`src/rtl/dualrail_pkg.sv`:
```
// Shared types and constants for the dual-rail sweep driver.
// Holds the FSM state enum, vector sizing and the gate's golden truth table.
package dualrail_pkg;

    localparam int VEC_W   = 4;
    localparam int NUM_VEC = 16;

    // Golden truth table of the 4-input complex gate, bit i = out for {A,B,C,D}=i.
    localparam logic [NUM_VEC-1:0] EXP_TT = 16'hFC51;

    typedef enum logic [1:0] {
        S_IDLE,
        S_SETTLE,
        S_DONE
    } state_t;

endpackage

```
`src/rtl/dualrail_encoder.sv`:
```
// Combinational 4-bit vector to dual-rail encoder.
// Each true rail is a vector bit, each complement rail its inverse.
module dualrail_encoder
    import dualrail_pkg::*;
(
    input  logic [VEC_W-1:0] vec,
    output logic             a,
    output logic             not_a,
    output logic             b,
    output logic             not_b,
    output logic             c,
    output logic             not_c,
    output logic             d,
    output logic             not_d
);

    // Rails are derived from a single source so pairs can never disagree.
    always_comb begin
        a     = vec[3];
        not_a = ~vec[3];
        b     = vec[2];
        not_b = ~vec[2];
        c     = vec[1];
        not_c = ~vec[1];
        d     = vec[0];
        not_d = ~vec[0];
    end

endmodule

```
`src/rtl/dualrail_sweep_driver.sv`:
```
// Stimulus-and-capture stage for the dual-rail complex gate.
// Drives rails from a registered vector, waits SETTLE cycles, samples out.
module dualrail_sweep_driver
    import dualrail_pkg::*;
#(
    parameter int SETTLE = 2
) (
    input  logic                clk,
    input  logic                rst,
    input  logic                start,
    input  logic                single,
    input  logic                abort,
    input  logic [VEC_W-1:0]    vec_in,
    output logic                A,
    output logic                not_A,
    output logic                B,
    output logic                not_B,
    output logic                C,
    output logic                not_C,
    output logic                D,
    output logic                not_D,
    input  logic                gate_out,
    output logic                busy,
    output logic                done,
    output logic [NUM_VEC-1:0]  tt,
    output logic                result
);

    localparam logic [3:0] CNT_INIT = 4'(SETTLE - 1);
    localparam logic [VEC_W-1:0] VEC_LAST = 4'hF;

    state_t               state_q, state_d;
    logic [VEC_W-1:0]     vec_q, vec_d;
    logic [3:0]           cnt_q, cnt_d;
    logic                 sweep_q, sweep_d;
    logic [NUM_VEC-1:0]   tt_q, tt_d;
    logic                 result_q, result_d;
    logic                 done_q, done_d;
    logic                 busy_q, busy_d;

    // Next-state logic: abort beats a capture due on the same edge.
    always_comb begin
        state_d  = state_q;
        vec_d    = vec_q;
        cnt_d    = cnt_q;
        sweep_d  = sweep_q;
        tt_d     = tt_q;
        result_d = result_q;
        done_d   = 1'b0;
        unique case (state_q)
            S_IDLE: begin
                if (start) begin
                    vec_d   = single ? vec_in : '0;
                    cnt_d   = CNT_INIT;
                    sweep_d = ~single;
                    if (!single) begin
                        tt_d = '0;
                    end
                    state_d = S_SETTLE;
                end
            end
            S_SETTLE: begin
                if (abort) begin
                    state_d = S_IDLE;
                end else if (cnt_q != 4'd0) begin
                    cnt_d = cnt_q - 4'd1;
                end else begin
                    tt_d[vec_q] = gate_out;
                    result_d    = gate_out;
                    if (sweep_q && (vec_q != VEC_LAST)) begin
                        vec_d = vec_q + 4'd1;
                        cnt_d = CNT_INIT;
                    end else begin
                        state_d = S_DONE;
                        done_d  = 1'b1;
                    end
                end
            end
            S_DONE: begin
                state_d = S_IDLE;
            end
            default: begin
                state_d = S_IDLE;
            end
        endcase
        busy_d = (state_d != S_IDLE);
    end

    // State and registered outputs, synchronous reset.
    always_ff @(posedge clk) begin
        if (rst) begin
            state_q  <= S_IDLE;
            vec_q    <= '0;
            cnt_q    <= '0;
            sweep_q  <= 1'b0;
            tt_q     <= '0;
            result_q <= 1'b0;
            done_q   <= 1'b0;
            busy_q   <= 1'b0;
        end else begin
            state_q  <= state_d;
            vec_q    <= vec_d;
            cnt_q    <= cnt_d;
            sweep_q  <= sweep_d;
            tt_q     <= tt_d;
            result_q <= result_d;
            done_q   <= done_d;
            busy_q   <= busy_d;
        end
    end

    dualrail_encoder u_enc (
        .vec   (vec_q),
        .a     (A),
        .not_a (not_A),
        .b     (B),
        .not_b (not_B),
        .c     (C),
        .not_c (not_C),
        .d     (D),
        .not_d (not_D)
    );

    assign busy   = busy_q;
    assign done   = done_q;
    assign tt     = tt_q;
    assign result = result_q;

endmodule

```
`config.mk`:
```
export PLATFORM = sky130hd
export DESIGN_NAME = dualrail_sweep_driver
export DESIGN_NICKNAME = d
export VERILOG_FILES = /design/src/rtl/dualrail_pkg.sv /design/src/rtl/dualrail_encoder.sv /design/src/rtl/dualrail_sweep_driver.sv
export SDC_FILE = /design/constraint.sdc
export NUM_CORES = 1
export LEC_CHECK = 0
export ABC_AREA = 1
export CORE_ASPECT_RATIO = 1.75
export CORE_MARGIN = 2
export CORE_UTILIZATION = 45
export CTS_CLUSTER_DIAMETER = 120
export DETAILED_ROUTE_END_ITERATION = 16
export GPL_TIMING_DRIVEN = 1
export PLACE_DENSITY = 0.74
export RECOVER_POWER = 100
export SYNTH_ARGS = -nofsm -noshare
export SYNTH_HDL_FRONTEND = slang
export SYNTH_SLANG_ARGS = --single-unit
```
`constraint.sdc`:
```
create_clock -name clk -period 1.3 [get_ports clk]
set_input_delay 0.195 -clock clk [delete_from_list [all_inputs] [get_ports clk]]
set_output_delay 0.195 -clock clk [all_outputs]
set_load 0.03 [all_outputs]
```
==> impl_metrics.json <==
{
  "status": "complete, but fails checks",
  "violations": "negative setup slack",
  "drtIter0Drc": 69,
  "critPathKind": "flip-flop to flip-flop",
  "syn_area_mm2": 0.001658,
  "synth_compound_area_share_pct": 10.34,
  "whs_path_depth": 2,
  "routabilityCongestion": 0.8125,
  "hp-class": "flip-flop to flip-flop",
  "fmax_mhz": 710.7,
  "die_y_um": 84.30,
  "grt_pass1_vias": 1797,
  "drc": 0,
  "drv_slew": 0,
  "ys_types": 25,
  "die_w_um": 49.88,
  "grt_pass1_wl_mm": 7.879,
  "finalCriticalPeriod_ns": 1.407,
  "htreeDepth": 2,
  "grt_antenna_before_repair": 0,
  "critPathMaxFanout": 8,
  "max_cap_violations": 0,
  "vias_per_cell": 5.067,
  "endpoint_kind": "flip-flop",
  "synth.mux.area_fraction_pct": 0,
  "design_area_mm2": 0.002585,
  "synth-seq-cells": 30,
  "yosysTopAreaCellShare_pct": 36.23,
  "setup_ws_ns": -0.1070,
  "cts_tree": "yes",
  "r2r_cells": 8,
  "tightest_slew_ns": 0.3164,
  "post_drt_wl_per_cell_um": 13.40,
  "hold_ws_ns": 0.4612,
  "required_ns": 1.52,
  "finalHoldViolations": 0,
  "synth_top_family_by_area": "simple AND/OR/NAND/NOR gates",
  "hold_buffers": 0,
  "clk_path_buf_depth": 2,
  "syn_to_final_growth_pct": 55.92,
  "diodes": 0,
  "yosys.area_share.xor_xnor_pct": 0.5283,
  "synth-adder-area-share_pct": 4.528,
  "ios": 37,
  "root_buffer": "clkbuf_8",
  "ys_warn_count": 0,
  "startpoint": "cnt_q[1]",
  "r2r-start": "cnt_q[1]",
  "overflow": 0,
  "drt-total-wl_mm": 4.796,
  "avgSynthCellArea_um2": 6.851,
  "final_nets": 327,
  "syn-num-nets": 258,
  "pre_cts_ws_ns": -0.1841,
  "p_per_area_mw_per_mm2": 1004,
  "drive_gt1_share_pct": 33.65,
  "vdd_drop_max_mv": 1.025,
  "synth_area_leaders": "dfxtp_1 (36%), nand2_1 (15%), nand3_1 (11%)",
  "finalSetupViolations": 26,
  "slew_headroom_pct": 78.86,
  "power.leakage_nw": 1.157,
  "period_share_pct": 108.2,
  "grt_max_degree": 20,
  "clk_latency_ns": 0.29,
  "synthCells": 242,
  "initial_core_util_pct": 46.15,
  "rows": 29,
  "rsz0062_at_grt": "true",
  "start_kind": "flip-flop",
  "ff2ff_setup_slack_ns": -0.11,
  "dp_hpwl_mm": 3.365,
  "dr.pass1.iters": 4,
  "ant_nets": 0,
  "die-area_mm2": 0.004205,
  "place_area_mm2": 0.002346,
  "core_area_mm2": 0.003592,
  "fin_tns_setup_ns": -1.750,
  "crit_arrival_ns": 1.62,
  "p_total_w": 0.002595,
  "fin_skew_ns": 0.01369,
  "worstHoldStart": "tt[10]",
  "cts_buffers": 5,
  "cts.reportedPaths.clkPinSlew_ns": 0.07,
  "synth-seq-area-share_pct": 36.23,
  "cts_sinks": 30,
  "vias": 1814,
  "synthSimpleGateAreaFrac_pct": 38.94,
  "synth_top_cell_by_area": "dfxtp_1",
  "grt_use_total_pct": 24.24,
  "portBuffers": 36
}
-- area by class of cell --
type / instances / area, µm²
Multi-Input combinational cell: 179 / 1137
Fill cell: 296 / 1007
Clock inverter: 2 / 8.758
Timing Repair Buffer: 68 / 581.8
Inverter: 27 / 112.6
Clock buffer: 6 / 72.57
Tap cell: 46 / 57.56
Sequential cell: 30 / 614.3
-- Yosys cell counts --
master and number:
nand2_1 67, nand3_1 36, dfxtp_1 30, inv_1 25
nor2_1 20, a21oi_1 19, o21ai_0 10, ha_1 6
nand2_4 3, a21oi_2 2, buf_2 2, buf_4 2
buf_6 2, clkbuf_1 2, clkinv_1 2, nand3_2 2
nand3b_1 2, nand4_1 2, nor3b_1 2, nor2_2 1
nor2_4 1, nor2_8 1, nor3_1 1, o21ai_2 1
xor2_1 1
-- layer usage --
layer | GRT usage [%] | part of all wire [%] | vias to the layer above
li1 | - | - | 917
met1 | 22.15 | 34 | 850
met2 | 47.76 | 60 | 36
met3 | 5.160 | 3.4 | 11
met4 | 11.87 | 2.4 | 0
met5 | 0 | 0 | -
-- kinds of logic (layout without fill, tap and decap cells) --
group,count (synthesis),after routing
AOI/OAI and AO/OA,32,32
buffers and inverters,35,103
adders and majority gates,6,6
xor gates and xnor gates,1,1
DFF,30,30
and+or+nand+nor,138,140
-- where the power goes --
part           internal, W  total, W  switching [W]  leakage, nW
registers         0.000961   0.00100      0.0000391        0.247
logic             0.000362  0.000880       0.000518        0.867
clock network     0.000367  0.000715       0.000348       0.0426
-- critical path, cell delays in order (launching register included) --
cell and delay, ns:
dfxtp_2 0.33, inv_2 0.07, ha_4 0.14, nand2_4 0.05, nor2_4 0.15, nand2_8 0.14, nor2_4 0.24, nand2_1 0.08
a21oi_1 0.14
-- flip-flops by register name (all words and copies together) (netlist names) --
signal and count:
busy 1, cnt_q 4, done 1, result 1, state_q 2, sweep_q 1, tt 16, vec_q 4
-- per-stage QoR --
step                cells  util [%]
floorplan             242         -
global placement      343     65.31
detailed placement    343     65.31
CTS                   357     70.95
global route          358     71.96
finish                358     71.96
-- path summary, 6_finish.rpt --
path | to
worst max-delay path | tt[9]
worst min-delay path | tt[10]
worst max register to register | tt[9]
worst min register to register | tt[10]
-- cell usage in the layout, fill, tap and decap left out, types with 3 or more instances in the layout --
cell and instances:
dfxtp_1 23, nor2_4 3, dlygate4sd2_1 20, o21ai_0 10, nand2_4 4, dfxtp_2 5
nand2_1 63, a21oi_1 13, inv_1 19, ha_4 3, nand3_2 15, nor2_1 18
clkdlybuf4s50_1 9, inv_2 3, buf_4 34, clkbuf_8 5, nand3_1 22, a21oi_2 8
-- what timing repair did --
action,in CTS,in global routing
endpoints found under the setup margin,48,32
pin swaps,29,9
resized for setup,44,12
cloned,2,0
setup buffers,4,1
No activity file was read; power rests on OpenSTA's default activity.
